File: config.mk
export PLATFORM = sky130hd
export DESIGN_NAME = spi_arbiter_flat
export DESIGN_NICKNAME = d
export VERILOG_FILES = /design/src/rtl/spi_arbiter_pkg.sv /design/src/rtl/spi_arbiter_if.sv /design/src/rtl/spi_arbiter_rr_arb2.sv /design/src/rtl/spi_arbiter.sv /design/src/flat_wrapper.sv
export SDC_FILE = /design/constraint.sdc
export NUM_CORES = 1
export LEC_CHECK = 0
export ABC_AREA = 1
export CAP_MARGIN = 20
export CORE_MARGIN = 3
export CORE_UTILIZATION = 35
export DETAILED_ROUTE_END_ITERATION = 10
export MAX_ROUTING_LAYER = met4
export PLACE_DENSITY_LB_ADDON = 0.2
export SETUP_SLACK_MARGIN = 0.1
export SLEW_MARGIN = 25
export SYNTH_ARGS = -nofsm -noshare
export SYNTH_HDL_FRONTEND = slang
export SYNTH_SLANG_ARGS = --single-unit
export TNS_END_PERCENT = 50
File: constraint.sdc
create_clock -name CLK -period 1.4 [get_ports CLK]
set_input_delay 0.42 -clock CLK [delete_from_list [all_inputs] [get_ports CLK]]
set_output_delay 0.42 -clock CLK [all_outputs]
set_load 0.05 [all_outputs]
File: src/rtl/spi_arbiter_pkg.sv
// Shared types and constants for the two-requester SPI arbiter.
package spi_arbiter_pkg;

  localparam int unsigned DATA_W  = 8;
  localparam int unsigned CFG_W   = 2;
  localparam int unsigned CKP_BIT = 1;
  localparam int unsigned CPH_BIT = 0;

  typedef enum logic [2:0] {
    ST_IDLE  = 3'd0,
    ST_SETUP = 3'd1,
    ST_START = 3'd2,
    ST_WAIT  = 3'd3,
    ST_GAP   = 3'd4
  } state_e;

  // Byte and SPI mode latched from the winning requester
  typedef struct packed {
    logic [DATA_W-1:0] data;
    logic [CFG_W-1:0]  cfg;
  } xfer_t;

endpackage

File: src/rtl/spi_arbiter_if.sv
// Link between the arbiter and the shared SPI master engine plus chip selects.
interface spi_arbiter_if;
  import spi_arbiter_pkg::*;

  logic              M_START;
  logic [DATA_W-1:0] M_DATA;
  logic              M_CKP;
  logic              M_CPH;
  logic              M_DONE;
  logic [DATA_W-1:0] M_RX;
  logic              CS0_N;
  logic              CS1_N;

  modport master (
    output M_START, M_DATA, M_CKP, M_CPH, CS0_N, CS1_N,
    input  M_DONE, M_RX
  );

  modport slave (
    input  M_START, M_DATA, M_CKP, M_CPH, CS0_N, CS1_N,
    output M_DONE, M_RX
  );

endinterface

File: src/rtl/spi_arbiter_rr_arb2.sv
// Two-way round-robin arbiter: one-hot grant, pointer remembers last winner.
module rr_arb2 (
  input  logic       CLK,
  input  logic       RESET,
  input  logic [1:0] req,
  input  logic       update,
  output logic [1:0] gnt_c
);

  logic last_q;  // 1: requester 1 was served most recently

  always_comb begin
    gnt_c = 2'b00;
    case (req)
      2'b01:   gnt_c = 2'b01;
      2'b10:   gnt_c = 2'b10;
      2'b11:   gnt_c = last_q ? 2'b01 : 2'b10;
      default: gnt_c = 2'b00;
    endcase
  end

  always_ff @(posedge CLK) begin
    if (RESET) begin
      last_q <= 1'b1;
    end else if (update && (gnt_c != 2'b00)) begin
      last_q <= gnt_c[1];
    end
  end

endmodule

File: src/rtl/spi_arbiter.sv
// Shares one SPI master between two requesters; all outputs come straight from flops.
module spi_arbiter
  import spi_arbiter_pkg::*;
#(
  parameter int unsigned GAP_CYCLES = 2,
  parameter int unsigned TIMEOUT    = 64
) (
  input  logic              CLK,
  input  logic              RESET,
  input  logic              REQ0,
  input  logic              REQ1,
  input  logic [DATA_W-1:0] TX0,
  input  logic [DATA_W-1:0] TX1,
  input  logic [CFG_W-1:0]  CFG0,
  input  logic [CFG_W-1:0]  CFG1,
  output logic              GNT0,
  output logic              GNT1,
  output logic              DONE0,
  output logic              DONE1,
  output logic              ERR,
  output logic [DATA_W-1:0] RX_DATA,
  spi_arbiter_if.master     spi
);

  localparam int unsigned WAIT_W = 8;
  localparam int unsigned GAP_W  = 4;

  state_e              state_q, state_d;
  xfer_t               xfer_q, xfer_d;
  logic [1:0]          gnt_q, gnt_d;
  logic [1:0]          done_q, done_d;
  logic [1:0]          cs_n_q, cs_n_d;
  logic                err_q, err_d;
  logic                m_start_q, m_start_d;
  logic [DATA_W-1:0]   rx_q, rx_d;
  logic [WAIT_W-1:0]   wait_cnt_q, wait_cnt_d;
  logic [GAP_W-1:0]    gap_cnt_q, gap_cnt_d;
  logic [1:0]          arb_gnt_c;
  logic                arb_update_c;

  rr_arb2 u_rr_arb2 (
    .CLK    (CLK),
    .RESET  (RESET),
    .req    ({REQ1, REQ0}),
    .update (arb_update_c),
    .gnt_c  (arb_gnt_c)
  );

  // Next state plus next value of every output flop
  always_comb begin
    state_d      = state_q;
    xfer_d       = xfer_q;
    gnt_d        = gnt_q;
    done_d       = 2'b00;
    cs_n_d       = cs_n_q;
    err_d        = 1'b0;
    m_start_d    = 1'b0;
    rx_d         = rx_q;
    wait_cnt_d   = wait_cnt_q;
    gap_cnt_d    = gap_cnt_q;
    arb_update_c = 1'b0;

    case (state_q)
      ST_IDLE: begin
        if (arb_gnt_c != 2'b00) begin
          arb_update_c = 1'b1;
          xfer_d  = arb_gnt_c[1] ? xfer_t'{data: TX1, cfg: CFG1}
                                 : xfer_t'{data: TX0, cfg: CFG0};
          gnt_d   = arb_gnt_c;
          cs_n_d  = ~arb_gnt_c;
          state_d = ST_SETUP;
        end
      end
      ST_SETUP: begin
        m_start_d = 1'b1;
        state_d   = ST_START;
      end
      ST_START: begin
        wait_cnt_d = '0;
        state_d    = ST_WAIT;
      end
      ST_WAIT: begin
        // A completion on the last allowed cycle wins over the timeout
        if (spi.M_DONE || (wait_cnt_q == WAIT_W'(TIMEOUT - 1))) begin
          done_d    = gnt_q;
          err_d     = ~spi.M_DONE;
          rx_d      = spi.M_DONE ? spi.M_RX : rx_q;
          gnt_d     = 2'b00;
          cs_n_d    = 2'b11;
          gap_cnt_d = '0;
          state_d   = ST_GAP;
        end else begin
          wait_cnt_d = wait_cnt_q + WAIT_W'(1);
        end
      end
      ST_GAP: begin
        if (gap_cnt_q == GAP_W'(GAP_CYCLES - 1)) begin
          state_d = ST_IDLE;
        end else begin
          gap_cnt_d = gap_cnt_q + GAP_W'(1);
        end
      end
      default: begin
        state_d = ST_IDLE;
      end
    endcase
  end

  always_ff @(posedge CLK) begin
    if (RESET) begin
      state_q    <= ST_IDLE;
      xfer_q     <= '0;
      gnt_q      <= 2'b00;
      done_q     <= 2'b00;
      cs_n_q     <= 2'b11;
      err_q      <= 1'b0;
      m_start_q  <= 1'b0;
      rx_q       <= '0;
      wait_cnt_q <= '0;
      gap_cnt_q  <= '0;
    end else begin
      state_q    <= state_d;
      xfer_q     <= xfer_d;
      gnt_q      <= gnt_d;
      done_q     <= done_d;
      cs_n_q     <= cs_n_d;
      err_q      <= err_d;
      m_start_q  <= m_start_d;
      rx_q       <= rx_d;
      wait_cnt_q <= wait_cnt_d;
      gap_cnt_q  <= gap_cnt_d;
    end
  end

  assign GNT0        = gnt_q[0];
  assign GNT1        = gnt_q[1];
  assign DONE0       = done_q[0];
  assign DONE1       = done_q[1];
  assign ERR         = err_q;
  assign RX_DATA     = rx_q;
  assign spi.M_START = m_start_q;
  assign spi.M_DATA  = xfer_q.data;
  assign spi.M_CKP   = xfer_q.cfg[CKP_BIT];
  assign spi.M_CPH   = xfer_q.cfg[CPH_BIT];
  assign spi.CS0_N   = cs_n_q[0];
  assign spi.CS1_N   = cs_n_q[1];

endmodule

File: src/flat_wrapper.sv
// flat-port wrapper written by rule: the top's interface ports become plain ports
module spi_arbiter_flat import spi_arbiter_pkg::*;
#(
  parameter int unsigned GAP_CYCLES = 2,
  parameter int unsigned TIMEOUT    = 64
)
  (CLK, RESET, REQ0, REQ1, TX0, TX1, CFG0, CFG1, GNT0, GNT1, DONE0, DONE1, ERR, RX_DATA, spi_M_START, spi_M_DATA, spi_M_CKP, spi_M_CPH, spi_CS0_N, spi_CS1_N, spi_M_DONE, spi_M_RX);
  spi_arbiter_if spi_i ();
  input  logic CLK;
  input  logic RESET;
  input  logic REQ0;
  input  logic REQ1;
  input  logic [DATA_W-1:0] TX0;
  input  logic [DATA_W-1:0] TX1;
  input  logic [CFG_W-1:0] CFG0;
  input  logic [CFG_W-1:0] CFG1;
  output logic GNT0;
  output logic GNT1;
  output logic DONE0;
  output logic DONE1;
  output logic ERR;
  output logic [DATA_W-1:0] RX_DATA;
  output wire logic [$bits(spi_i.M_START)-1:0] spi_M_START;
  output wire logic [$bits(spi_i.M_DATA)-1:0] spi_M_DATA;
  output wire logic [$bits(spi_i.M_CKP)-1:0] spi_M_CKP;
  output wire logic [$bits(spi_i.M_CPH)-1:0] spi_M_CPH;
  output wire logic [$bits(spi_i.CS0_N)-1:0] spi_CS0_N;
  output wire logic [$bits(spi_i.CS1_N)-1:0] spi_CS1_N;
  input wire logic [$bits(spi_i.M_DONE)-1:0] spi_M_DONE;
  input wire logic [$bits(spi_i.M_RX)-1:0] spi_M_RX;
  assign spi_M_START = spi_i.M_START;
  assign spi_M_DATA = spi_i.M_DATA;
  assign spi_M_CKP = spi_i.M_CKP;
  assign spi_M_CPH = spi_i.M_CPH;
  assign spi_CS0_N = spi_i.CS0_N;
  assign spi_CS1_N = spi_i.CS1_N;
  assign spi_i.M_DONE = spi_M_DONE;
  assign spi_i.M_RX = spi_M_RX;
  spi_arbiter #(.GAP_CYCLES(GAP_CYCLES), .TIMEOUT(TIMEOUT)) u_core (.CLK(CLK), .RESET(RESET), .REQ0(REQ0), .REQ1(REQ1), .TX0(TX0), .TX1(TX1), .CFG0(CFG0), .CFG1(CFG1), .GNT0(GNT0), .GNT1(GNT1), .DONE0(DONE0), .DONE1(DONE1), .ERR(ERR), .RX_DATA(RX_DATA), .spi(spi_i));
endmodule
# After elaboration in Yosys (flattened, before gate mapping)
# Index checks and enable logic that the tools add are counted.
dict set report word_totals {
  register_bits 42
  out_inout_bits 26
  inputBits 33
  elab_cells 67
}
dict set report classes {
  n_reduce_logical 14
  eq_ne 14
  bitwise 4
  add_sub_neg 2
  n_mux 21
}
# op n
set op_table {}
lappend op_table {{$pmux W8 S2} 1}
lappend op_table {{$pmux W3 S5} 1}
lappend op_table {{$reduce_and A3 Y1} 4}
lappend op_table {{$mux W10} 1}
lappend op_table {{$mux W2} 5}
lappend op_table {{$mux W3} 3}
lappend op_table {{$add A8 B1 Y8 const B} 1}
lappend op_table {{$eq A8 B6 Y1 const B} 1}
lappend op_table {{$mux W4} 2}
lappend op_table {{$mux W8} 1}
lappend op_table {{$pmux W2 S2} 2}
lappend op_table {{$pmux W4 S2} 1}
lappend op_table {{$reduce_bool A2 Y1} 4}
lappend op_table {{$eq A3 B2 Y1 const B} 2}
lappend op_table {{$ne A2 B1 Y1 const B} 3}
lappend op_table {{$pmux W2 S3} 1}
lappend op_table {{$add A4 B1 Y4 const B} 1}
lappend op_table {{$eq A2 B2 Y1 const B} 2}
lappend op_table {{$eq A4 B1 Y1 const B} 1}
lappend op_table {{$ne A2 B2 Y1 const B} 2}
lappend op_table {{$reduce_and A2 Y1} 2}
lappend op_table {{$eq A3 B1 Y1 const B} 1}
lappend op_table {{$eq A3 B3 Y1 const B} 1}
lappend op_table {{$logic_not A3 Y1} 1}
lappend op_table {{7 further kinds} 11}

# Logic depth before layout (Yosys ltp)
# Gate-level depths: netlist (run 1).
dict set report logic_depth {
  ltp_word 6
  mapped_depth 10
  depth_no_buf 9
}

# Cells and area by module
# Synthesis (run 1) repeated with hierarchy kept, for this count alone.
dict set report hier_totals {
  cells_unflattened 256
  area_unflattened_um2 1899.3
}
# module area_per_inst_um2 n_inst cells_per_inst seq_area_each_um2
set by_module_without_submodules {}
lappend by_module_without_submodules {spi_arbiter 1839.3 1 247 820.8}
lappend by_module_without_submodules {rr_arb2 60.1 1 9 20.0}

# Least setup slack after synthesis (run 1)
# No wires, ideal clock.
dict set report synth_path {
  path_type {reg2reg}
  start {reg u_core.wait_cnt_q[0]}
  end {reg u_core.gap_cnt_q[1]}
  path_stages_with_launch 11
  setup_ps 125
  required_ps 1275
  path_buffers 1
  period_less_slack_ps 1317
  path_slack_ps 83
  arrival_time_ps 1191
  path_cell_list {dfxtp_1 -> ha_1 -> nand3_2 -> clkinv_2 -> nand2_4 -> nand3_4 -> buf_8 -> nand2_4 -> nand2_1 -> nand2_1 -> nor2_2}
}
dict set report synth_via {
  elab_chain_len 4
}
# element line
set synth_lines {}
lappend synth_lines {{from (decl)} spi_arbiter.sv:36} ;# logic [WAIT_W-1:0] wait_cnt_q, wait_cnt_d;
lappend synth_lines {{from (signal assigned)} spi_arbiter.sv:130} ;# wait_cnt_q <= wait_cnt_d;
lappend synth_lines {{$eq A8 B6 Y1} spi_arbiter.sv:84} ;# if (spi.M_DONE || (wait_cnt_q == WAIT_W'(TIMEOUT - 1))) begin
lappend synth_lines {{$logic_or A1 B1 Y1} spi_arbiter.sv:84}
lappend synth_lines {{$ne A2 B1 Y1 (no line)} -}
lappend synth_lines {{$reduce_and A3 Y1 (no line)} -}
lappend synth_lines {{to (signal assigned)} spi_arbiter.sv:131} ;# gap_cnt_q <= gap_cnt_d;
lappend synth_lines {{to (decl)} spi_arbiter.sv:37} ;# logic [GAP_W-1:0] gap_cnt_q, gap_cnt_d;
# No other way between the ends.
# A chain may end at the register's enable or synchronous reset.

# Final worst setup path (run 1)
dict set report layout_path {
  start {reg u_core.wait_cnt_q[1]}
  end {reg u_core.gap_cnt_q[2]}
}
# Same word-level chain as after synthesis.

==> results of run 1 <==
[flip-flops by register name, summed over array words and instances, names as in the netlist, 2 cells and up]
register           count
u_core.RX_DATA         8
u_core.spi.M_DATA      8
u_core.wait_cnt_q      8
u_core.gap_cnt_q       4
u_core.state_q         3
u_core.cs_n_q          2
u_core.done_q          2
u_core.gnt_q           2
[final timing paths]
kind | depth (start not counted) | slack (ps) | end
hold reg to reg | 2 | 490 | u_core.done_q[0]
setup / recovery | 9 | 90 | u_core.gap_cnt_q[2]
hold / removal | 2 | 490 | u_core.done_q[0]
setup reg to reg | 9 | 90 | u_core.gap_cnt_q[2]
[layout make-up]
type	count	area (um2)
tap	70	87.6
inverter	23	91.3
clock buffer	7	86.3
timing repair buffer	87	1140
fill	459	1970
multi-input combinational	197	1070
clock inverter	1	5.00
sequential	42	851
[power breakdown]
group	internal [W]	switching (W)	total [W]
clock network	0.000398	0.000425	0.000824
registers	0.00134	0.000151	0.00149
logic	0.000791	0.000829	0.00162
total	0.00253	0.00141	0.00393
[per-layer routing]
| metal | vias to the layer above | wire length [um] | share of wire | track usage |
|---|---|---|---|---|
| li1 | 1070 | - | - | - |
| met2 | 51 | 2700 | 0.49 | 0.276 |
| met5 | - | 0 | 0 | - |
| met3 | 7 | 356 | 0.065 | 0.0570 |
| met1 | 950 | 2380 | 0.43 | 0.218 |
| met4 | 0 | 73 | 0.013 | 0.0591 |
[tightest hold or removal path: cells and delay by family (launching register included)]
family / cells / cell delay (ps)
buffers and inverters: 1 / 60
flip-flops: 1 / 360
AND/OR/NAND/NOR: 1 / 40
[metrics by stage]
stage	hold slack (ps)	setup TNS (ps)	total power (W)	instances	area (um2)
final	494	0	0.00393	427	3340
after global routing	525	0	0.00413	427	3340
after floorplan	429	0	0.00225	275	2000
after global placement	472	-5590	0.00296	413	3060
after detailed placement	472	-6320	0.00298	413	3060
after CTS	490	0	0.00388	423	3200
[cell families after synthesis]
logic type | Yosys count
AND/OR/NAND/NOR | 144
adder cells (fa/ha/maj) | 3
XOR/XNOR | 3
flip-flops | 42
buffers and inverters | 36
AO/OA/AOI/OAI | 47
[timing repair]
item | in CTS | in global routing
endpoints found under the setup margin | 28 | 35
pin swaps | 0 | 8
setup buffers | 1 | 3
cloned | 1 | 1
gates resized for setup | 10 | 25
hold buffers | 0 | 0
[cell usage in the layout, fill, tap and decap left out, drive strengths merged]
master,count
a21oi,19
buf,53
nand4,5
inv,23
ha,3
nor2,22
xnor2,2
clkinv,1
nand2,83
o211ai,1
a22oi,2
dfxtp,42
o21bai,1
dlygate4sd2,2
o21ai,12
bufbuf,1
or2,2
nand3b,1
a31o,1
a31oi,11
nor3b,1
nand3,30
clkdlybuf4s50,30
clkbuf,8
xor2,1
==> summary.md, run 1 <==
| Metric | Value |
|---|---|
| DRT iter0 DRCs | 99 |
| Worst skew pair latency | ~300 ps |
| Main combinational cell family by area after synthesis | simple AND/OR/NAND/NOR gates |
| Drt first pass iters | 4 |
| Cell-by-cell trace of the critical path | ha_4 -> nand3_4 -> inv_4 -> nand2_4 -> nand3_4 -> buf_12 -> nand2_8 -> nand2_2 -> a21oi_1 |
| Die Y | slightly above 80 um |
| Synth top area share | 0.421 |
| Post-synthesis xor/xnor area fraction | 0.0131 |
| Maximum vdd drop | about 710 uV |
| Width of the die | between 80 and 90 um |
| Critical Path Start Type | flop |
| Inserted Diodes | 0 |
| Top cell family by delay on the critical path | simple AND/OR/NAND/NOR gates |
| Synth cell count leaders | 78 x nand2_1, 42 x dfxtp_1, 27 x nand3_1 |
| Sequential share of the synthesized area | 0.421 |
| H-Tree Depth | 2 |
| Slowest stage delay, CP | 340 ps |
| Via count | a little over 2000 |
| Setup Skew | ~6.8 ps |
| Die footprint | about 6700 um2 |
| Max Cap Viol | 0 |
| CTS sink cnt | 42 |
| Synth Area in Adders | 0.0188 |
| Syn Area/Cell | a little over 7 um2 |
| CTS tree | done |
| Worst relative slew slack | 0.808 |
| Critical Path Slowest Stage Cell | dfxtp_2 |
| Final wirelength | about 5500 um |
| CP Class | reg -> reg |
| Post-route minimum period | around 1300 ps |
| Pre-CTS WS | -253 ps |
| Final ANT Viol Nets | 0 |
| CORE AREA | 5300 um2 |
| Nets | between 300 and 400 |
| CTS Root Cell | clkbuf_8 |
| Initial Utilization | 0.377 |
| Pwr dens | about 1200 nW/um2 |
| Post-synthesis net count | 311 |
| Worst r2r src | u_core.wait_cnt_q[1] |
| Final worst-path cycle share | 0.939 |
| Multiplexer area fraction after synthesis | 0 |
| GRT overflow | 0 |
| Vias in the first global route | 1968 |
| DRC Markers | 0 |
| Global-route wire length before repair | 8870 um |
| # rows | 26 |
| Synth async-reset ratio | 0 |
| Worst Setup SP | u_core.wait_cnt_q[1] |
| Post-synth EDFFs | 0 |
| Simple-gate share of the synthesized area | 0.332 |
| Final hold vios | 0 |
| Yosys reg bits | 42 |
| Slew of the pin with the lowest slew margin | 285 ps |
| Gpl congestion | roughly 0.8 |
| Post-Syn Instances | ~280 |
| Largest net degree at the start of global routing | 19 |
| Synth area leaders | dfxtp_1 42%, nand2_1 15%, nand3_1 6.8%, a21oi_1 4.8%, a31oi_1 3.4% |
| HPWL after DPL | around 3800 um |
| Most used cell, CP | nand3_4 |
| Cell variety after synth | 33 |
| Tot GR Track Use | 0.178 |
| Final worst slack | roughly 85 ps |
| WL per Instance | approximately 13 um |
| Num CTS Buffers | 5 |
| Leak | between 1 and 1.5 nW |
| Critical Path End Type | flop |
| Compound-cell area share of the yosys netlist | 0.131 |
| IO Count | between 50 and 60 |
| HP Class | reg -> reg |
| Dominant cell by count in the synthesized netlist | nand2_1 |
| Fmax | 761 MHz |
| Synth Warn # | 0 |
| Fraction of layout cells with a size suffix above 1 | 0.297 |
| Main synth FF type | dfxtp_1 |
| Port Buffers | 58 |
| Worst Hold Launch | u_core.gnt_q[0] |
| Worst-path maximum fanout | 6 |
| Critical path data required time | 1640 ps |
| Final Util | 0.629 |
| Post-synth top area cell | dfxtp_1 |
| CP bufs+invs | 2 |
| Synthesized area | 2000 um2 |
| Antenna violations before repair | 0 |
| Max-slew violations | 0 |
| CP arrival | approximately 1600 ps |
| Clock tree buffer depth | 2 |
| Status | finished clean |
| RSZ-0062 raised after global routing | true |
| DR vias/cell | about 4.9 |
| Clock Pin Slew Worst Setup and Hold Paths | around 80 ps |
| Final setup vio count | 0 |
| Layout area overhead | 67.0% |
No activity file was read; power rests on OpenSTA's default activity.
==> run 2: changes to the inputs <==
Settings changed: ABC_AREA 1 to default.
==> run 2 against run 1 <==
  * The flow now finishes with violations (setup timing)
  * Combinational power shrank 35%
  * Synthesized cell count shrank 24%
  * Global-route usage shrank 0.26 points
  * Clock power shrank 3.5%
  * Register-to-register slack lost 330 ps
  * Wire length shrank 8.5%
  * Utilization grew 7.4 points
  * Critical path depth shrank 1
  * Final cell count shrank 11%
  * Flip-flop and latch count is the same
==> summary.md, run 2 <==
| Metric | Value |
|---|---|
| Status | complete, but fails checks |
| Failing checks | setup timing |
| DRT iter0 DRCs | 52 (-47%) |
| P_sw | 0.000993 W (-29%) |
| CTS Root Cell | clkbuf_8 |
| Vias in the first global route | 1879 (-4.5%) |
| Critical Path End Type | flop |
| Final worst slack | -248 ps (-333 ps) |
| Drt first pass iters | 4 (unchanged) |
| Yosys reg bits | 42 (unchanged) |
| Critical path data required time | 1580 ps (-60 ps) |
| Nets | 346 (-12%) |
| Synth cell count leaders | 42 x dfxtp_1, 25 x nand2_1, 20 x a21oi_1 |
| Final ANT Viol Nets | 0 (unchanged) |
| Sw Ratio | 0.310 (-0.0476) |
| Commonest non-fill, non-tap cell in the layout | dfxtp_1 |
| Maximum vdd drop | 580 uV (-18%) |
| Fraction of layout cells with a size suffix above 1 | 0.392 (+0.0954) |
| Gpl congestion | 0.793 (-2.3%) |
| CTS tree | done |
| Final wirelength | 5040 um (-8.5%) |
| Num CTS Buffers | 5 (unchanged) |
| Tot GR Track Use | 0.175 (-0.00257) |
| Largest net degree at the start of global routing | 15 (-4) |
| DR vias/cell | 4.94 (+1.4%) |
| Combinational power share | 0.332 (-0.080) |
| Initial Utilization | 0.375 (-0.00170) |
| Placed Cells | 359 (-13%) |
| Post-Syn Instances | 210 (-24%) |
| Dominant cell by count in the synthesized netlist | dfxtp_1 |
| Die Y | 78.3 um (-4.0%) |
| CP Class | reg -> reg |
| H-Tree Depth | 2 (unchanged) |
| Clock Pin Slew Worst Setup and Hold Paths | 80 ps (about the same) |
| Synth area leaders | dfxtp_1 46%, a21oi_1 5.5%, mux2i_1 5.5%, nand2_1 5.1%, a211oi_1 4.9% |
| Final hold vios | 0 (unchanged) |
| Worst skew pair latency | 290 ps (about the same) |
| Global-route wire length before repair | 8420 um (-5.1%) |
| Slew of the pin with the lowest slew margin | 364 ps (+78.9 ps) |
| DRC Markers | 0 (unchanged) |
| CORE AREA | 4880 um2 (-8.0%) |
| Final setup vio count | 22 (+22) |
| Post-synth top area cell | dfxtp_1 |
| Worst relative slew slack | 0.755 (-0.0528) |
| Fmax | 607 MHz (-20%) |
| P_int | 0.00221 W (-13%) |
| GRT overflow | 0 (unchanged) |
| Max Cap Viol | 0 (unchanged) |
| Sequential share of the synthesized area | 0.459 (+0.0385) |
| Synth async-reset ratio | 0 (unchanged) |
| Synth Warn # | 0 (unchanged) |
| Port Buffers | 58 (unchanged) |
| Leak | 1.32 nW (-4.9%) |
| Main synth FF type | dfxtp_1 |
| Finished Layout Cells | 378 (-11%) |
| Synth top area share | 0.459 (+0.0385) |
| CP arrival | 1830 ps (+280 ps) |
| Worst-path maximum fanout | 4 (-2) |
| HP Class | reg -> reg |
| Inserted Diodes | 0 (unchanged) |
| Post-synthesis net count | 246 (-21%) |
| Post-route minimum period | 1650 ps (+333 ps) |
| Clock tree buffer depth | 2 (unchanged) |
| Width of the die | 78.3 um (-4.0%) |
| Final worst-path cycle share | 1.18 (+0.238) |
| Via count | 1866 (-10%) |
| Final Util | 0.703 (+0.0738) |
| Setup Skew | 6.64 ps (-0.179 ps) |
| Seq pwr share | 0.420 (+0.041) |
| WL per Instance | 13.3 um (+3.4%) |
| RSZ-0062 raised after global routing | true |
| Max-slew violations | 0 (unchanged) |
| Most frequent cells in the layout | 37 x dfxtp_1, 31 x buf_4, 29 x clkdlybuf4s50_1 |
| HPWL after DPL | 3360 um (-12%) |
| # rows | 25 (-3.8%) |
| Cts hold-fix bufs | 0 (unchanged) |
| Die footprint | 6130 um2 (-7.8%) |
| IO Count | 59 (unchanged) |
| Cell variety after synth | 38 (+15%) |
| Post-synth EDFFs | 0 (unchanged) |
| Fin Hold WS | 484 ps (-9.33 ps) |
| Clock group share of total power | 0.248 (+0.039) |
| Critical Path Start Type | flop |
| Pwr dens | 934 nW/um2 (-21%) |
| Syn Area/Cell | 8.72 um2 (+20%) |
| Layout area overhead | 87.4% |
| Synthesized area | 1830 um2 (-8.4%) |
| Antenna violations before repair | 0 (unchanged) |
| CTS sink cnt | 42 (unchanged) |
## run 2: cell types whose count changed after synthesis, moves of 6 or more
cell and delta:
o21ai_1 -10, inv_1 -13, nand3_1 -22, inv_2 -6, a211oi_1 +12, a31oi_1 -10, mux2i_1 +10, nand2_1 -53
and2_1 +6
## run 2: cell families (layout without fill, tap and decap cells)
logic type | Yosys count | in the layout | synth area share
AO/OA/AOI/OAI | 53 | 53 | 0.184
multiplexers | 12 | 12 | 0.0670
AND/OR/NAND/NOR | 85 | 87 | 0.236
buffers and inverters | 15 | 114 | 0.0328
flip-flops | 42 | 42 | 0.459
adder cells (fa/ha/maj) | 3 | 3 | 0.0205
## run 2: worst paths after layout
kind                              from              endpoint  slack (ps)  cells past startpoint
hold / removal    u_core.wait_cnt_q[5]  u_core.wait_cnt_q[5]         480                      2
hold reg to reg   u_core.wait_cnt_q[5]  u_core.wait_cnt_q[5]         480                      2
setup reg to reg  u_core.wait_cnt_q[1]      u_core.cs_n_q[1]        -250                      8
setup / recovery  u_core.wait_cnt_q[1]      u_core.cs_n_q[1]        -250                      8
## run 2: stage by stage
stage	instance area (um2)	setup TNS (ps)	total power (W)	setup slack, ps
after floorplan	1920	-1150	0.00182	-177
after global placement	3040	-12930	0.00227	-504
after detailed placement	3040	-13960	0.00227	-551
after CTS	3290	-2270	0.00315	-243
after global routing	3430	-5480	0.00336	-322
final	3430	-3920	0.00320	-248
## run 2: power by group through the flow
| stage | Clock (W) | Sequential, W | Combinational, W |
|---|---|---|---|
| after floorplan | 0 | 0.00154 | 0.000282 |
| after global placement | 0 | 0.00137 | 0.000900 |
| final | 0.000795 | 0.00135 | 0.00106 |
| after global routing | 0.000873 | 0.00136 | 0.00113 |
| after detailed placement | 0 | 0.00137 | 0.000907 |
| after CTS | 0.000827 | 0.00134 | 0.000986 |
## run 2: worst max-delay path, stage by stage, from the launching register on
cell,delay (ps)
dfxtp_2,340
ha_4,160
buf_4,130
buf_6,110
nor3b_4,140
a21oi_2,150
buf_6,140
a211oi_4,70
o31a_1,300
## run 2: area by class of cell
class / instances / area, um2
Fill cell: 374 / 1450
Timing Repair Buffer: 103 / 1220
Multi-Input combinational cell: 155 / 1170
Sequential cell: 42 / 847
Clock buffer: 7 / 86.3
Tap cell: 67 / 83.8
Inverter: 3 / 11.3
Clock inverter: 1 / 5.00
## run 2: timing repair
| action | 4_1_cts | 5_1_grt |
|---|---|---|
| gates resized for setup | 28 | 36 |
| pin swaps | 16 | 18 |
| setup buffers | 6 | 2 |
| cloned | 3 | 0 |
| endpoints found under the setup margin | 40 | 34 |
## run 2: per-layer routing
metal / global-route usage / wire length (um) / up-vias
met3: 0.0516 / 325 / 4
met1: 0.199 / 2170 / 854
met5: - / 0 / -
met4: 0.0682 / 34 / 0
met2: 0.291 / 2520 / 54
li1: - / - / 954
